[src/rtl/alu_driver.sv]
// Command/response driver for a combinational 4-bit ALU: latches operands, waits SETTLE_CYCLES, captures result.
// Optional statistics counters (op_cnt, ovf_cnt) are enabled by defining ALU_DRIVER_STATS_EN.
//
// state  | meaning
// IDLE   | cmd_ready high, waiting for cmd_valid
// DRIVE  | operands held on alu_*, settle counter running down
// RESP   | rsp_valid high, waiting for rsp_ready
module alu_driver #(
  parameter int unsigned SETTLE_CYCLES = 1
) (
  input  logic       clk,
  input  logic       rst_n,
  input  logic       cmd_valid,
  output logic       cmd_ready,
  input  logic [3:0] cmd_a,
  input  logic [3:0] cmd_b,
  input  logic [2:0] cmd_mod,
  output logic [3:0] alu_a,
  output logic [3:0] alu_b,
  output logic [2:0] alu_mod,
  input  logic [3:0] alu_result,
  input  logic       alu_zero,
  input  logic       alu_c,
  input  logic       alu_overflow,
  output logic       rsp_valid,
  input  logic       rsp_ready,
  output logic [3:0] rsp_result,
  output logic [2:0] rsp_flags
`ifdef ALU_DRIVER_STATS_EN
  ,
  output logic [7:0] op_cnt,
  output logic [7:0] ovf_cnt
`endif
);

  typedef enum logic [1:0] {
    S_IDLE  = 2'b00,
    S_DRIVE = 2'b01,
    S_RESP  = 2'b10
  } state_t;

  localparam logic [3:0] SETTLE_LOAD = 4'(SETTLE_CYCLES - 1);

  state_t     state;
  state_t     state_nxt;
  logic [3:0] settle_cnt;
  logic       accept;
  logic       capture;
  logic       handshake;

  always_ff @(posedge clk or negedge rst_n) begin
    if (!rst_n) state <= S_IDLE;
    else        state <= state_nxt;
  end

  always_comb begin
    state_nxt = state;
    case (state)
      S_IDLE:  if (accept)    state_nxt = S_DRIVE;
      S_DRIVE: if (capture)   state_nxt = S_RESP;
      S_RESP:  if (handshake) state_nxt = S_IDLE;
      default:                state_nxt = S_IDLE;
    endcase
  end

  always_comb begin
    accept    = (state == S_IDLE) && cmd_valid && cmd_ready;
    capture   = (state == S_DRIVE) && (settle_cnt == 4'd0);
    handshake = (state == S_RESP) && rsp_ready;
  end

  // Handshake flags follow the next state, so cmd_ready rises on the first edge out of reset.
  always_ff @(posedge clk or negedge rst_n) begin
    if (!rst_n) begin
      cmd_ready <= 1'b0;
      rsp_valid <= 1'b0;
    end else begin
      cmd_ready <= (state_nxt == S_IDLE);
      rsp_valid <= (state_nxt == S_RESP);
    end
  end

  always_ff @(posedge clk or negedge rst_n) begin
    if (!rst_n) begin
      alu_a      <= 4'd0;
      alu_b      <= 4'd0;
      alu_mod    <= 3'b000;
      settle_cnt <= 4'd0;
    end else if (accept) begin
      alu_a      <= cmd_a;
      alu_b      <= cmd_b;
      alu_mod    <= cmd_mod;
      settle_cnt <= SETTLE_LOAD;
    end else if ((state == S_DRIVE) && (settle_cnt != 4'd0)) begin
      settle_cnt <= settle_cnt - 4'd1;
    end
  end

  always_ff @(posedge clk or negedge rst_n) begin
    if (!rst_n) begin
      rsp_result <= 4'd0;
      rsp_flags  <= 3'b000;
    end else if (capture) begin
      rsp_result <= alu_result;
      rsp_flags  <= {alu_overflow, alu_c, alu_zero};
    end
  end

`ifdef ALU_DRIVER_STATS_EN
  always_ff @(posedge clk or negedge rst_n) begin
    if (!rst_n) begin
      op_cnt  <= 8'd0;
      ovf_cnt <= 8'd0;
    end else if (handshake) begin
      op_cnt <= op_cnt + 8'd1;
      if (rsp_flags[2]) ovf_cnt <= ovf_cnt + 8'd1;
    end
  end
`endif

endmodule

[config.mk]
export PLATFORM = sky130hd
export DESIGN_NAME = alu_driver
export DESIGN_NICKNAME = d
export VERILOG_FILES = /design/src/rtl/alu_driver.sv
export SDC_FILE = /design/constraint.sdc
export NUM_CORES = 1
export LEC_CHECK = 0
export ABC_AREA = 1
export CAP_MARGIN = 20
export CORE_ASPECT_RATIO = 0.8
export CORE_MARGIN = 2
export CORE_UTILIZATION = 44
export CTS_CLUSTER_SIZE = 20
export DETAILED_ROUTE_END_ITERATION = 6
export PLACE_DENSITY = 0.79
export REMOVE_ABC_BUFFERS = 1
export SETUP_SLACK_MARGIN = 0.2
export SLEW_MARGIN = 20
export SYNTH_ARGS = -nofsm -noshare
export SYNTH_HDL_FRONTEND = slang
export SYNTH_SLANG_ARGS = --single-unit
[constraint.sdc]
create_clock -name clk -period 1.34 [get_ports clk]
set_input_delay 0.268 -clock clk [delete_from_list [all_inputs] [get_ports clk]]
set_output_delay 0.268 -clock clk [all_outputs]
set_load 0.1 [all_outputs]
; ---- After elaboration in Yosys (flattened, before gate mapping)
; Cells that the tools add are included.
[totals]
ff_bits = 26
inputBits = 22
out_inout_bits = 20
wordCells = 29
[classes]
n_addsub = 1
eq_ne = 3
mux = 6
n_reduce_logical = 10
[ops]
columns = operator, n
row1 = 4-bit two-way mux, 2
row2 = 2-bit two-way mux, 3
row3 = 2-bit one-hot mux with 3 select lines, 1
row4 = 1-bit logical AND, 5
row5 = 2-bit equality test (second input constant), 2
row6 = 2-bit logical NOT, 2
row7 = 4-bit logical NOT, 1
row8 = 4-bit nonzero test, 1
row9 = 4-bit by 1-bit subtractor with 4-bit output (second input constant), 1
row10 = 2-bit by 1-bit equality test with 1-bit output (second input constant), 1
row11 = 2-bit nonzero test, 1

; ---- Logic depth before layout (Yosys ltp)
[logic_depth]
ltp_word = 6
mapped_depth = 8
ltp_nobuf = 8

; ---- Worst setup path after synthesis
; OpenSTA, ideal clock, no wires.
[synth_timing]
path_kind = register to register
start = register cmd_ready
end = register alu_a[0]
setup_time_ns = 0.122
arrival_ns = 1.544
required_ns = 1.218
path_slack_ns = -0.326
path_stages_with_launch = 5
path_buffers = 1
synth_period_minus_slack_ns = 1.666
cell_sequence = dfrtp_1 -> nand3_2 -> buf_6 -> nand2_1 -> o21ai_2
[synth_via]
elab_chain_len = 1
[synth_lines]
columns = element, line
row1 = from (decl), 14  ; output logic cmd_ready,
row2 = from (signal assigned), 78  ; cmd_ready <= (state_nxt == S_IDLE);
row3 = 1-bit logical AND, 67  ; accept = (state == S_IDLE) && cmd_valid && cmd_ready;
row4 = to (signal assigned), 90  ; alu_a <= cmd_a;
row5 = to (decl), 18  ; output logic [3:0] alu_a,
; Every way passes these cells.
; A chain may end at the register's enable or synchronous reset.

; ---- Final worst setup path
[layout_timing]
start = register state[0]
end = register settle_cnt[3]
[layout_via]
elab_chain_len = 4
word_cells_on_any_way = 7
classes_between = eq/ne (1) / mux (1) / reduce/logical (5)
[layout_lines]
columns = element, line
row1 = from (decl), 44  ; state_t state;
row2 = from (signal assigned), 53  ; else state <= state_nxt;
row3 = 2-bit logical NOT, 67
row4 = 1-bit logical AND (2 in series), 67
row5 = 4-bit two-way mux / 2-bit nonzero test (equally long branches), n/a
row6 = to (signal assigned), 95  ; settle_cnt <= settle_cnt - 4'd1;
row7 = to (decl), 46  ; logic [3:0] settle_cnt;
; Several ways; a longest one is shown, not always the timed one.

==> results.sh <==
export IMPL_outcome="finished, final reports clean"
export IMPL_via_per_inst=5.10
export IMPL_syn_avg_cell_area_um2=10.1
export IMPL_ys_types=20
export IMPL_core_mm2=0.00250
export IMPL_num_nets_final=204
export IMPL_max_freq_ghz=0.754
export IMPL_antenna_diode_count=0
export IMPL_worstPathArrival_ns=1.54
export IMPL_grt_busiest_layer="met2"
export IMPL_first_global_vias=1058
export IMPL_drt_first_pass_iters=4
export IMPL_whs_ns=0.294
export IMPL_track_usage_pct=20.0
export IMPL_fin_crit_sh_pct=98.9
export IMPL_clk_pin_slew_ns=0.14
export IMPL_clockRootBuffer="clkbuf_4"
export IMPL_relSlewSlack_pct=77.4
export IMPL_cts_tree="built"
export IMPL_synth_commonest_cells="dfrtp_1, nand2_1, inv_1"
export IMPL_async_flop_share_pct=100
export IMPL_crit_fanout=6
export IMPL_clock_sinks=26
export IMPL_met3_usage_pct=5.67
export IMPL_rows=16
export IMPL_io_buffers=41
export IMPL_slew_viol_final=0
export IMPL_worstSetupStartpointType="flip-flop"
export IMPL_tightestPinTransition_ns=0.339
export IMPL_finalHoldViolations=0
export IMPL_drt_iter0_drc=51
export IMPL_synth_area_leaders="dfrtp_1, o21ai_2, nand2_1"
export IMPL_synthFlopType="dfrtp_1"
export IMPL_grt_pass1_wl_mm=4.65
export IMPL_synth_top_area_share_pct=55.0
export IMPL_clk_latency_ns=0.33
export IMPL_cts_buffer_depth=2
export IMPL_cpPeakStageDelay_ns=0.47
export IMPL_ctsHoldBuffers=0
export IMPL_criticalPathCategory="flip-flop to flip-flop"
export IMPL_yosysWarningCount=0
export IMPL_post_drt_wl_per_cell_um=17.6
export IMPL_synth_edff_count=0
export IMPL_crit_required_ns=1.56
export IMPL_worst_path_buf_inv=1
export IMPL_drv_cap=0
export IMPL_n_fill_cell=106
export IMPL_fin_skew_ns=0.0150
export IMPL_die_area_mm2=0.00312
export IMPL_ctsHtreeMaxLevel=1
export IMPL_start_util_pct=47.3
export IMPL_grt_use_met2_pct=32.8
export IMPL_die_w_um=62.0
export IMPL_rsz0062_at_grt="true"
export IMPL_place_congestion=0.779
export IMPL_via_count=1097
export IMPL_min_path_type="input pin to async pin"
export IMPL_path_delay_family="simple AND/OR/NAND/NOR gates"
export IMPL_cp_end_kind="flip-flop"
export IMPL_numCtsBuffers=3
export IMPL_dp_hpwl_mm=2.00
export IMPL_netlist_instances=117
export IMPL_area_growth_pct=83.8
export IMPL_crit_start="state[0]"
export IMPL_drive_gt1_share_pct=54.7
export IMPL_timing_rr_start="state[0]"
export IMPL_use_met1_pct=26.4
export IMPL_grt_max_degree=27
export IMPL_io_pins=42
export IMPL_synth_area_mm2=0.00118
export IMPL_cp_slowest_cell="dfrtp_1"
export IMPL_overflow=0
export IMPL_crit_chain="nor2_2 > nand3_4 > buf_4 > nand4_1 > nand2_1"
export IMPL_synth_ff_latch_count=26
export IMPL_drcViolationCount=0
export IMPL_ant_nets=0
export IMPL_setup_violations=0
export IMPL_synth_top_cell_by_area="dfrtp_1"
export IMPL_fin_crit_ns=1.33
export IMPL_yosysMostFrequentCell="dfrtp_1"
export IMPL_antenna_found_initial=0
export IMPL_die_h_um=50.4
export IMPL_yosysSeqAreaShare_pct=55.0
export IMPL_wirelength_mm=3.78
registers in the layout, indices dropped and copies added, names as in the netlist:
signal	flops
alu_a	4
alu_mod	3
alu_b	4
rsp_result	4
rsp_flags	3
settle_cnt	4
rsp_valid	1
cmd_ready	1
state	2
cell type report:
| type | count | area, um^2 | share of cell area, % |
|---|---|---|---|
| clock buffer | 3 | 22.5 | 1.04 |
| timing repair buffer | 61 | 812 | 37.3 |
| inverter | 24 | 92.6 | 4.26 |
| multi-input combinational | 65 | 551 | 25.3 |
| tap | 36 | 45.0 | 2.07 |
| sequential | 26 | 653 | 30.0 |
layer usage:
layer | wire length, um | vias up
met3 | 175 | 13
met2 | 2080 | 45
met5 | 0 | -
met4 | 116 | 0
li1 | - | 490
met1 | 1410 | 549
path summary, 6_finish.rpt:
kind	slack [ns]	cells past startpoint	endpoint
hold / removal	0.29	2	rsp_result[2]
min in group clk	0.47	3	alu_a[1]
setup reg to reg	0.01	5	settle_cnt[3]
max in group asynchronous	0.76	2	settle_cnt[3]
setup / recovery	0.01	5	settle_cnt[3]
hold reg to reg	0.56	2	alu_b[1]
kinds of logic (layout without fill, tap and decap cells):
| kind of cell | count (synthesis) | in the layout | share of synthesized area, % |
|---|---|---|---|
| adder cells (fa/ha/maj) | 1 | 1 | 1.06 |
| AND/OR/NAND/NOR | 39 | 40 | 16.6 |
| AO/OA/AOI/OAI | 23 | 23 | 16.2 |
| buffers and inverters | 27 | 88 | 10.5 |
| XOR/XNOR | 1 | 1 | 0.740 |
| flip-flops | 26 | 26 | 55.0 |
worst register-to-register path: stages (launching register included):
cell	delay, ns
dfrtp_1	0.47
nor2_2	0.19
nand3_4	0.18
buf_4	0.19
nand4_1	0.11
nand2_1	0.07
placed cells by master, fill, tap and decap left out, types with 2 or more instances in the layout:
master,Yosys,final
dfrtp_1,26,24
clkdlybuf4s50_1,0,21
buf_12,0,21
inv_1,22,19
o21ai_2,19,19
buf_4,0,16
nand2_2,3,12
nand2_1,25,11
nand2_4,1,6
inv_2,2,4
nand3_4,1,3
clkbuf_4,0,3
nor2_1,3,2
nand3_1,2,2
clkbuf_16,0,2
dfrtp_2,0,2
through the flow:
stage / setup TNS [ns] / instances / instance area, um^2 / utilization [%] / setup WS, ns
floorplan: -9.41 / 114 / 1150 / - / -0.654
global placement: 0 / 194 / 1840 / 73.6 / 0.00349
detailed placement: -0.238 / 194 / 1840 / 73.6 / -0.0343
CTS: 0 / 206 / 1960 / 78.1 / 0.106
global route: -0.0416 / 215 / 2180 / 87.0 / -0.0416
finish: 0 / 215 / 2180 / 87.0 / 0.0144
timing repair:
item                                    in CTS  in global routing
gates cloned                                 1                  3
endpoints found under the setup margin      41                 45
buffers inserted                             8                  6
pin swaps                                    6                  5
gates resized for setup                      6                 31
hold endpoints to repair                     0                  0
Power is left out: the tool's default activity adds up to more than one toggle a clock period on the data nets, which glitch-free logic cannot reach.
